**config.mk**
```make
export PLATFORM = sky130hd
export DESIGN_NAME = binarization_seq
export DESIGN_NICKNAME = d
export VERILOG_FILES = /design/src/rtl/binarization_seq.sv
export SDC_FILE = /design/constraint.sdc
export NUM_CORES = 1
export LEC_CHECK = 0
export ABC_CLOCK_PERIOD_IN_PS = 5600
export CAP_MARGIN = 10
export CORE_ASPECT_RATIO = 1.5
export CORE_MARGIN = 2
export CORE_UTILIZATION = 38
export DETAILED_ROUTE_END_ITERATION = 10
export GPL_ROUTABILITY_DRIVEN = 0
export PLACE_DENSITY_LB_ADDON = 0.08
export SETUP_SLACK_MARGIN = 0.15
export SLEW_MARGIN = 15
export SYNTH_ARGS = -nofsm -noshare
export SYNTH_HDL_FRONTEND = slang
export SYNTH_SLANG_ARGS = --single-unit
```
**constraint.sdc**
```tcl
create_clock -name bin_clk -period 5.6 [get_ports bin_clk]
set_input_delay 1.12 -clock bin_clk [delete_from_list [all_inputs] [get_ports bin_clk]]
set_output_delay 1.12 -clock bin_clk [all_outputs]
set_load 0.03 [all_outputs]
```
**src/rtl/binarization_seq.sv**
```systemverilog
// Sequencer for the binarization engine: latches the threshold, fires the
// intensity pass, waits for its address sweep, then does the same for the binarize pass.
module binarization_seq #(
  parameter int ADDR_W     = 16,
  parameter int NUM_PIXELS = 65536,
  parameter int PULSE_LEN  = 10,
  parameter int TIMEOUT    = 70000,
  parameter int CNT_W      = 17
) (
  input  logic              bin_clk,
  input  logic              rst_n,
  input  logic              start,
  input  logic              abort,
  input  logic [7:0]        thres_cfg,
  input  logic [ADDR_W-1:0] pixel_address,
  output logic [7:0]        thres_length,
  output logic              int_ctrl,
  output logic              bin_ctrl,
  output logic              busy,
  output logic              done,
  output logic              error,
  output logic [1:0]        condition_led
);

  localparam logic [2:0] S_IDLE      = 3'd0;
  localparam logic [2:0] S_INT_PULSE = 3'd1;
  localparam logic [2:0] S_INT_WAIT  = 3'd2;
  localparam logic [2:0] S_BIN_PULSE = 3'd3;
  localparam logic [2:0] S_BIN_WAIT  = 3'd4;
  localparam logic [2:0] S_DONE      = 3'd5;
  localparam logic [2:0] S_ERROR     = 3'd6;

  localparam logic [ADDR_W-1:0] LAST_ADDR    = ADDR_W'(NUM_PIXELS - 1);
  localparam logic [CNT_W-1:0]  PULSE_LAST   = CNT_W'(PULSE_LEN - 1);
  localparam logic [CNT_W-1:0]  TIMEOUT_LAST = CNT_W'(TIMEOUT - 1);
  localparam logic [CNT_W-1:0]  CNT_ZERO     = '0;
  localparam logic [CNT_W-1:0]  CNT_ONE      = CNT_W'(1);

  logic [2:0]       state;
  logic [2:0]       state_nxt;
  logic [CNT_W-1:0] cnt;
  logic [CNT_W-1:0] cnt_nxt;
  logic             armed;
  logic             armed_nxt;
  logic             idle_like;
  logic             at_last;
  logic             accept_start;
  logic             busy_nxt;
  logic [1:0]       led_nxt;

  // Control handshake: start is a single-cycle request honoured only while
  // idle_like; completion is signalled by a one-cycle done pulse, failure by
  // the error level. There is no back-pressure in either direction.
  assign idle_like    = (state == S_IDLE) || (state == S_DONE) || (state == S_ERROR);
  assign at_last      = (pixel_address == LAST_ADDR);
  assign accept_start = start && idle_like && !abort;

  always_comb begin
    state_nxt = state;
    cnt_nxt   = cnt;
    armed_nxt = armed;
    if (abort) begin
      state_nxt = S_IDLE;
      cnt_nxt   = CNT_ZERO;
      armed_nxt = 1'b0;
    end else begin
      case (state)
        S_IDLE, S_DONE, S_ERROR: begin
          if (accept_start) begin
            state_nxt = S_INT_PULSE;
            cnt_nxt   = CNT_ZERO;
          end
        end
        S_INT_PULSE, S_BIN_PULSE: begin
          if (cnt == PULSE_LAST) begin
            state_nxt = (state == S_INT_PULSE) ? S_INT_WAIT : S_BIN_WAIT;
            cnt_nxt   = CNT_ZERO;
            armed_nxt = 1'b0;
          end else begin
            cnt_nxt = cnt + CNT_ONE;
          end
        end
        S_INT_WAIT, S_BIN_WAIT: begin
          // A last address left over from the previous sweep must not end
          // the phase; only a fresh arrival after some other address does.
          armed_nxt = armed || !at_last;
          if (armed && at_last) begin
            state_nxt = (state == S_INT_WAIT) ? S_BIN_PULSE : S_DONE;
            cnt_nxt   = CNT_ZERO;
          end else if (cnt == TIMEOUT_LAST) begin
            state_nxt = S_ERROR;
            cnt_nxt   = CNT_ZERO;
          end else begin
            cnt_nxt = cnt + CNT_ONE;
          end
        end
        default: begin
          state_nxt = S_IDLE;
          cnt_nxt   = CNT_ZERO;
          armed_nxt = 1'b0;
        end
      endcase
    end
  end

  always_comb begin
    busy_nxt = 1'b0;
    led_nxt  = 2'b00;
    case (state_nxt)
      S_INT_PULSE, S_INT_WAIT: begin
        busy_nxt = 1'b1;
        led_nxt  = 2'b01;
      end
      S_BIN_PULSE, S_BIN_WAIT: begin
        busy_nxt = 1'b1;
        led_nxt  = 2'b10;
      end
      S_DONE:  led_nxt = 2'b11;
      default: led_nxt = 2'b00;
    endcase
  end

  // Outputs are decoded from the next state so they line up with the state
  // register while still coming straight out of flops.
  always_ff @(posedge bin_clk or negedge rst_n) begin
    if (!rst_n) begin
      state         <= S_IDLE;
      cnt           <= CNT_ZERO;
      armed         <= 1'b0;
      thres_length  <= 8'd40;
      int_ctrl      <= 1'b0;
      bin_ctrl      <= 1'b0;
      busy          <= 1'b0;
      done          <= 1'b0;
      error         <= 1'b0;
      condition_led <= 2'b00;
    end else begin
      state         <= state_nxt;
      cnt           <= cnt_nxt;
      armed         <= armed_nxt;
      if (accept_start) thres_length <= thres_cfg;
      int_ctrl      <= (state_nxt == S_INT_PULSE);
      bin_ctrl      <= (state_nxt == S_BIN_PULSE);
      busy          <= busy_nxt;
      done          <= (state == S_BIN_WAIT) && (state_nxt == S_DONE);
      error         <= (state_nxt == S_ERROR);
      condition_led <= led_nxt;
    end
  end

endmodule

```
==> summary.md, run 1 <==
| Metric | Value |
|---|---|
| Status | `finished clean` |
| Setup CP Type | `primary input to flop` |
| Sequential area share after synthesis | `0.453` |
| DR WL/cell | `approximately 14 um` |
| FILL cells | `507` |
| Power share of the combinational group | `0.186` |
| Min cycle time layout | `roughly 3000 ps` |
| Number of nets in the layout | `roughly 270` |
| Final setup skew | `roughly 5.2 ps` |
| First-pass DRT Iterations | `4` |
| Max transition margin | `0.432` |
| Predominant post-synthesis flop cell | `dfrtp_1` |
| Clock-pin slew on the worst setup and hold paths | `70 ps` |
| M1 wire length | `1660 um` |
| Synth Register Bits | `36` |
| CTS tree | `done` |
| Fin Hold WS | `approximately 510 ps` |
| Cell internal pwr | `0.429 mW` |
| Routed wire length | `4430 um` |
| Clock Power Share | `0.324` |
| Starting Density | `0.392` |
| Hold crit path type | `flop to flop` |
| Worst-skew pair later-pin latency | `roughly 280 ps` |
| Endpoints failing setup | `0` |
| NetSw | `0.149 mW` |
| Most frequent cells in the layout | `42 x clkdlybuf4s50_1, 34 x dfrtp_1, 30 x nor2_1, 12 x xnor2_1` |
| Leading cell type in the layout, fill and taps excluded | `clkdlybuf4s50_1` |
| Hold_sp | `thres_length[7]` |
| Sw frac | `0.258` |
| Clock Sinks | `36` |
| Slew Limit Fails | `0` |
| Final period utilization | `0.533` |
| Post-CTS sizing | `0` |
| Hold path endpoint | `thres_length[7]` |
| Synth top area share | `0.426` |
| Flop-to-flop setup slack | `3290 ps` |
| Worst Tran Pin Value | `about 840 ps` |
| Rows | `32` |
| Drc violations | `0` |
| Gate Count Post-Synth | `191` |
| Max-cap violations | `0` |
| Synth warnings | `0` |
| Via count | `around 1600` |
| Largest net degree at the start of global routing | `37` |
| Port Buf Inserts | `42` |
| Die ar. | `around 6000 um^2` |
| Final hold vios | `0` |
| Initial DRC count | `between 40 and 50` |
| Max rail drop VDD | `0.0942 mV` |
| Endpoint class of the critical path | `flop` |
| Crit Path Max Fanout | `7` |
| Crit Reg-Reg Startpoint | `state[0]` |
| Detailed Place HPWL | `3470 um` |
| RSZ-0062 raised after global routing | `false` |
| I/O pin cnt | `43` |
| Fmax | `between 300 and 400 MHz` |
| Mean area per synthesized cell | `10.4 um^2` |
| Total Routing Usage GR | `0.165` |
| Core Util, Final | `0.501` |
| Area contributors post-synth | `dfrtp_1 43%, nor2_1 5.6%, xnor2_1 5.3%` |
| Uppermost layer routed | `met4` |
| Synth unique cells | `51` |
| Core Box Area | `5080 um^2` |
| Synthesized area | `2000 um^2` |
| FF-to-FF path depth | `6` |
| Wire length on met3 | `about 130 um` |
| Worst hold path depth | `1` |
| Area growth syn-to-layout | `27.8%` |
| Remaining antenna violation count | `0` |
| Vias per cell | `5.19` |
| Vias in the first global route | `1693` |
| CP startpoint kind | `primary input` |
| Post-synth ARST share | `1.00` |
| DR WL met2 | `2540 um` |
| ANT cells | `0` |
| Synth area leader | `dfrtp_1` |
| Chip height | `92.8 um` |
| Flop pwr share | `0.490` |
| # hold bufs at CTS | `0` |
| Layout cells sized above 1 | `0.160` |
| First-pass GRT wire length | `7600 um` |
| Setup TNS | `0 ps` |
| Initial antenna violation count | `0` |
| Post-CTS setup buffers | `0` |
| Die X | `63.2 um` |
| CTS Buffer Depth | `2` |
| Root Buffer | `clkbuf_8` |
| Endpoint of the worst register-to-register path | `cnt[9]` |
| GRT overflow | `0` |
| LEAKAGE | `1.04 nW` |
| Worst Path Arrival | `3150 ps` |
| CTS HTree Levels | `2` |
| Power Dens Cells | `227 nW/um^2` |
| Critical Path RT | `5770 ps` |
| Syn nets | `221` |
| Number of flops mapped to enable cells by yosys | `0` |
| Cts bufs inserted | `5` |
metal layers:
layer | vias up | track usage
met4 | 0 | 0.0815
met1 | 787 | 0.160
met3 | 10 | 0.0377
met2 | 28 | 0.320
li1 | 762 | -
met5 | - | 0
area by class of cell:
| cell class | count | area, um^2 | area share |
|---|---|---|---|
| Inverter | 8 | 30.0 | 0.0118 |
| Clock buffer | 8 | 90.1 | 0.0353 |
| Timing Repair Buffer | 43 | 428 | 0.168 |
| Tap cell | 68 | 85.1 | 0.0334 |
| Sequential cell | 36 | 903 | 0.354 |
| Multi-Input combinational cell | 143 | 1010 | 0.397 |
worst max-delay path by stage:
| stage | from | to | slack, ps | depth (start not counted) |
|---|---|---|---|---|
| 2_1_floorplan | pixel_address[14] | busy | 3020 | 6 |
| 3_3_place_gp | pixel_address[10] | busy | 2390 | 7 |
| 3_5_place_dp | abort | cnt[9] | 2250 | 6 |
| 4_1_cts | abort | cnt[9] | 2560 | 6 |
| 5_1_grt | pixel_address[14] | cnt[12] | 2440 | 7 |
| 6_report | pixel_address[14] | busy | 2620 | 7 |
power by group through the flow:
stage                     combinational [mW]  clock (mW)  sequential (mW)
after global routing                   0.114       0.205            0.286
after floorplan                       0.0312           0            0.312
after detailed placement               0.109           0            0.289
after CTS                              0.109       0.194            0.284
after global placement                 0.108           0            0.288
final                                  0.108       0.187            0.284
worst max-delay path: stages:
cell             delay (ps)
clkdlybuf4s50_1         460
nand4_1                 140
nor4_4                  430
a21boi_2                150
a211oi_2                460
nand2b_1                110
mux2_2                  280
state kept, by name, indices dropped and copies added, names as in the netlist:
signal         flops
done               1
busy               1
thres_length       8
condition_led      2
bin_ctrl           1
state              3
cnt               17
int_ctrl           1
armed              1
error              1
per-stage QoR:
stage	cells	instance area (um^2)	total power, mW	setup slack, ps
global route	306	2550	0.605	2440
CTS	306	2550	0.587	2560
finish	306	2550	0.579	2620
floorplan	191	2000	0.343	3020
detailed placement	298	2460	0.398	2250
global placement	298	2460	0.395	2390
synthesized netlist by cell type (2+ instances only):
master    instances
a211oi_1          2
nor4_1            2
nor4_4            3
and4_1            3
a21oi_1           5
o21ai_0           3
mux2_2            9
xnor2_1          12
clkbuf_8          3
or3_1             2
nor4b_2           2
nor3_1            5
inv_1             8
dfstp_2           2
a21o_1            4
xor2_1            2
ha_1              2
a21oi_2           2
a31oi_1           2
nand4_1           5
nor2_1           30
nor3b_1           3
nand2b_1          5
dfrtp_1          34
nand2_1           9
nand3_1           7
kinds of logic (layout without fill, tap and decap cells):
kind of cell / Yosys count / in the layout / synth area share
and+or+nand+nor: 88 / 88 / 0.266
DFF: 36 / 36 / 0.453
xor gates and xnor gates: 14 / 14 / 0.0614
buffers and inverters: 12 / 59 / 0.0395
muxes: 10 / 10 / 0.0558
adders and majority gates: 2 / 2 / 0.0125
AOI/OAI and AO/OA: 29 / 29 / 0.112
Power figures use the tool's default switching activity.
==> run 2, diff against run 1 <==
--- a/config.mk
+++ b/config.mk
@@ -5,7 +5,7 @@
 export SDC_FILE = /design/constraint.sdc
 export NUM_CORES = 1
 export LEC_CHECK = 0
-export ABC_CLOCK_PERIOD_IN_PS = 5600
+export ABC_CLOCK_PERIOD_IN_PS = 2600
 export CAP_MARGIN = 10
 export CORE_ASPECT_RATIO = 1.5
 export CORE_MARGIN = 2
==> constraint.sdc (replaced) <==
create_clock -name bin_clk -period 2.6 [get_ports bin_clk]
set_input_delay 0.52 -clock bin_clk [delete_from_list [all_inputs] [get_ports bin_clk]]
set_output_delay 0.52 -clock bin_clk [all_outputs]
set_load 0.03 [all_outputs]
==> summary.md, run 2 (synthesized netlist as in run 1, its figures left out) <==
| Metric | Value |
|---|---|
| I/O pin cnt | `43` |
| Via count | `1596` |
| Wire length on met3 | `111 um` |
| First-pass GRT wire length | `7850 um` |
| Total Routing Usage GR | `0.170` |
| Die X | `63.2 um` |
| Leading cell type in the layout, fill and taps excluded | `clkdlybuf4s50_1` |
| Die ar. | `just under 6000 um^2` |
| CTS HTree Levels | `2` |
| Final hold vios | `0` |
| Fmax | `452 MHz` |
| Final setup margin | `389 ps` |
| Root Buffer | `clkbuf_8` |
| LEAKAGE | `1.08 nW` |
| Power Dens Cells | `470 nW/um^2` |
| Max reg flops | `17` |
| CTS tree | `done` |
| Chip height | `92.8 um` |
| Endpoint class of the critical path | `flop` |
| Drc violations | `0` |
| Regs by FF count | `cnt (17), thres_length (8), state (3)` |
| Final period utilization | `0.850` |
| Pre-CTS setup slack | `between 80 and 90 ps` |
| Core Box Area | `5080 um^2` |
| Status | `finished clean` |
| Total power | `1.23 mW` |
| Worst Path Arrival | `2430 ps` |
| Post-placement cell area | `roughly 2500 um^2` |
| Slew Limit Fails | `0` |
| # hold bufs at CTS | `0` |
| Core Util, Final | `0.516` |
| Hold_sp | `thres_length[6]` |
| Fin Hold WS | `504 ps` |
| RSZ-0062 raised after global routing | `false` |
| M1 wire length | `1600 um` |
| Clock-pin slew on the worst setup and hold paths | `roughly 70 ps` |
| Final setup skew | `10.0 ps` |
| Post-CTS sizing | `0` |
| Uppermost layer routed | `met4` |
| Crit Path Max Fanout | `5` |
| Routed wire length | `4470 um` |
| Worst-skew pair later-pin latency | `290 ps` |
| ANT cells | `0` |
| Worst Tran Pin Value | `544 ps` |
| CTS Buffer Depth | `2` |
| Rows | `32` |
| Layout cells sized above 1 | `0.190` |
| Largest register by flop count | `cnt` |
| Vias in the first global route | `1710` |
| Port Buf Inserts | `42` |
| Final Non-Filler Cells | `~320` |
| GRT overflow | `0` |
| Remaining antenna violation count | `0` |
| Cts bufs inserted | `5` |
| Min cycle time layout | `2210 ps` |
| Number of nets in the layout | `276` |
| Endpoints failing setup | `0` |
| Critical path origin | `pixel_address[10]` |
| Hold crit path type | `flop to flop` |
| Crit Reg-Reg Startpoint | `cnt[0]` |
| DR WL/cell | `14.2 um` |
| Detailed Place HPWL | `3540 um` |
| Max rail drop VDD | `0.269 mV` |
| Post-CTS setup buffers | `0` |
| Max transition margin | `0.634` |
| DR WL met2 | `roughly 2700 um` |
| Critical Path RT | `2820 ps` |
| CP startpoint kind | `primary input` |
| Fin area | `roughly 2600 um^2` |
| Area growth syn-to-layout | `31.3%` |
| Max-cap violations | `0` |
| Starting Density | `0.392` |
| First-pass DRT Iterations | `4` |
| Most frequent cells in the layout | `42 x clkdlybuf4s50_1, 34 x dfrtp_1, 30 x nor2_1, 12 x xnor2_1` |
| Placed Cells incl. Taps | `307` |
| Vias per cell | `5.07` |
| Clock Sinks | `36` |
| Initial antenna violation count | `0` |
| Initial DRC count | `64` |
| Largest net degree at the start of global routing | `37` |
| Setup CP Type | `primary input to flop` |
| Setup TNS | `0 ps` |
==> run 2: layout make-up <==
type                       count  area, um^2
clock buffer                   7        76.3
clock inverter                 1        5.00
fill                         479        2460
inverter                       8        30.0
multi-input combinational    143        1010
sequential                    36         903
tap                           68        85.1
timing repair buffer          52         508
==> run 2: report_power, final <==
part	switching (mW)	leakage [nW]	internal [mW]
Combinational	0.124	0.559	0.126
Sequential	0.0149	0.479	0.593
Clock	0.187	0.0422	0.188
==> run 2: worst paths after layout <==
kind | depth (start not counted) | slack (ps) | endpoint
min in group asynchronous | 2 | 650 | condition_led[1]
setup reg to reg | 8 | 460 | condition_led[0]
hold / removal | 1 | 500 | thres_length[6]
hold reg to reg | 1 | 500 | thres_length[6]
max in group asynchronous | 2 | 1600 | thres_length[3]
setup / recovery | 7 | 390 | condition_led[0]
==> run 2: worst max-delay path, stage by stage <==
cell and delay (ps):
clkdlybuf4s50_1 460, nand4_1 140, nor4_4 440, a21boi_2 130, a21o_1 240, or3_1 370, a21oi_2 130
==> run 2: per-layer routing <==
metal | up-vias | track usage
met2 | 21 | 0.339
met3 | 8 | 0.0316
met1 | 781 | 0.173
met5 | - | 0
met4 | 0 | 0.0562
li1 | 786 | -
==> run 3, diff against run 2 <==
--- a/config.mk
+++ b/config.mk
@@ -8,7 +8,6 @@
 export ABC_CLOCK_PERIOD_IN_PS = 2600
 export CAP_MARGIN = 10
 export CORE_ASPECT_RATIO = 1.5
-export CORE_MARGIN = 2
 export CORE_UTILIZATION = 38
 export DETAILED_ROUTE_END_ITERATION = 10
 export GPL_ROUTABILITY_DRIVEN = 0
==> summary.md, run 3 (synthesized netlist as in run 1, its figures left out) <==
| Metric | Value |
|---|---|
| Fin area | `2610 um^2` |
| Placed Cells incl. Taps | `slightly above 300` |
| Remaining antenna violation count | `0` |
| Clock Sinks | `36` |
| Chip height | `90.8 um` |
| Layout cells sized above 1 | `0.187` |
| Critical Path Slowest Stage Cell | `clkdlybuf4s50_1` |
| Post-placement cell area | `roughly 2500 um^2` |
| ANT cells | `0` |
| Die ar. | `5550 um^2` |
| Setup TNS | `0 ps` |
| Fmax | `439 MHz` |
| Crit-path cells | `clkdlybuf4s50_1 > nand4_1 > nor4_4 > a21boi_2 > a211oi_2 > nand2b_1 > mux2_2` |
| Endpoints failing setup | `0` |
| Area growth syn-to-layout | `30.8%` |
| Multi-input logic area | `~1000 um^2` |
| First-pass GRT wire length | `7620 um` |
| Worst Path Arrival | `2450 ps` |
| First-pass DRT Iterations | `4` |
| Vias per cell | `roughly 5.2` |
| Total power | `around 1.2 mW` |
| Final period utilization | `0.876` |
| Worst Tran Pin Value | `504 ps` |
| # hold bufs at CTS | `0` |
| Post-CTS setup buffers | `0` |
| Clock-pin slew on the worst setup and hold paths | `approximately 60 ps` |
| Drc violations | `0` |
| LEAKAGE | `1.08 nW` |
| Worst path bufs/invs | `1` |
| Root Buffer | `clkbuf_8` |
| Routed wire length | `4500 um` |
| RSZ-0062 raised after global routing | `false` |
| Cts bufs inserted | `5` |
| Min cycle time layout | `~2300 ps` |
| Max reg flops | `17` |
| CP delay by family, top | `simple AND/OR/NAND/NOR gates` |
| Crit Path Max Fanout | `5` |
| Initial antenna violation count | `0` |
| CP max stage delay | `roughly 460 ps` |
| Largest register by flop count | `cnt` |
| FF+latch area | `903 um^2` |
| Regs by FF count | `cnt (17), thres_length (8), state (3)` |
| Number of nets in the layout | `275` |
| CTS tree | `done` |
| Die X | `61.2 um` |
| Endpoint class of the critical path | `flop` |
| Max transition margin | `0.661` |
| Largest net degree at the start of global routing | `37` |
| Power Dens Cells | `473 nW/um^2` |
| CTS HTree Levels | `2` |
| Total Routing Usage GR | `0.182` |
| Leading cell type in the layout, fill and taps excluded | `clkdlybuf4s50_1` |
| Hold crit path type | `flop to flop` |
| Slew Limit Fails | `0` |
| I/O pin cnt | `43` |
| Post-CTS sizing | `0` |
| Via count | `roughly 1600` |
| Core Box Area | `just under 5000 um^2` |
| Starting Density | `0.405` |
| Detailed Place HPWL | `3420 um` |
| FILL cells | `~480` |
| CTS Buffer Depth | `2` |
| Most frequent cells in the layout | `42 x clkdlybuf4s50_1, 34 x dfrtp_1, 30 x nor2_1, 12 x xnor2_1` |
| Final hold vios | `0` |
| Vias in the first global route | `1696` |
| Final setup skew | `~6.3 ps` |
| Max-cap violations | `0` |
| GRT overflow | `0` |
| Setup CP Type | `primary input to flop` |
| Rows | `31` |
| Port Buf Inserts | `42` |
| Final Non-Filler Cells | `~310` |
| Initial DRC count | `30` |
| Worst-skew pair later-pin latency | `approximately 290 ps` |
| DR WL/cell | `14.4 um` |
| Status | `finished clean` |
| Critical Path RT | `about 2800 ps` |
| Max rail drop VDD | `0.281 mV` |
| CP startpoint kind | `primary input` |
[run 3: cell types whose count changed in the layout (fill, tap and decap cells not counted)]
cell and change:
buf_4 -1
[run 3: final cells by class]
class,count,area share
clock buffers,7,0.0292
multi-input cells,143,0.388
clock inverters,1,0.00192
inverters,8,0.0115
repair buffers,51,0.192
well taps,66,0.0316
flip-flops and latches,36,0.346
[run 3: final timing paths]
check,from,endpoint,slack (ps),cells after the start
max,pixel_address[14],busy,320,7
max in group asynchronous,rst_n,thres_length[5],1610,2
max reg2reg,cnt[1],condition_led[0],340,9
min reg2reg,thres_length[0],thres_length[0],510,1
min,thres_length[0],thres_length[0],510,1
min in group asynchronous,rst_n,cnt[2],650,2
[run 3: power by group]
part	switching, mW	internal (mW)
Clock	0.193	0.188
Sequential	0.0182	0.593
Combinational	0.120	0.124
[run 3: per-stage QoR]
stage / util / hold WS [ps] / worst slack, ps
5_1_grt: 0.530 / 534 / 179
3_3_place_gp: 0.514 / 488 / 91.1
2_1_floorplan: - / 224 / 565
6_report: 0.530 / 507 / 322
3_5_place_dp: 0.514 / 500 / 17.9
4_1_cts: 0.530 / 515 / 298
[run 3: layer usage]
| metal | track usage | part of all wire | up-vias |
|---|---|---|---|
| met2 | 0.319 | 0.57 | 20 |
| met4 | 0.0833 | 0.019 | 0 |
| met1 | 0.200 | 0.40 | 824 |
| met5 | 0 | 0 | - |
| met3 | 0.0358 | 0.018 | 8 |
| li1 | - | - | 783 |
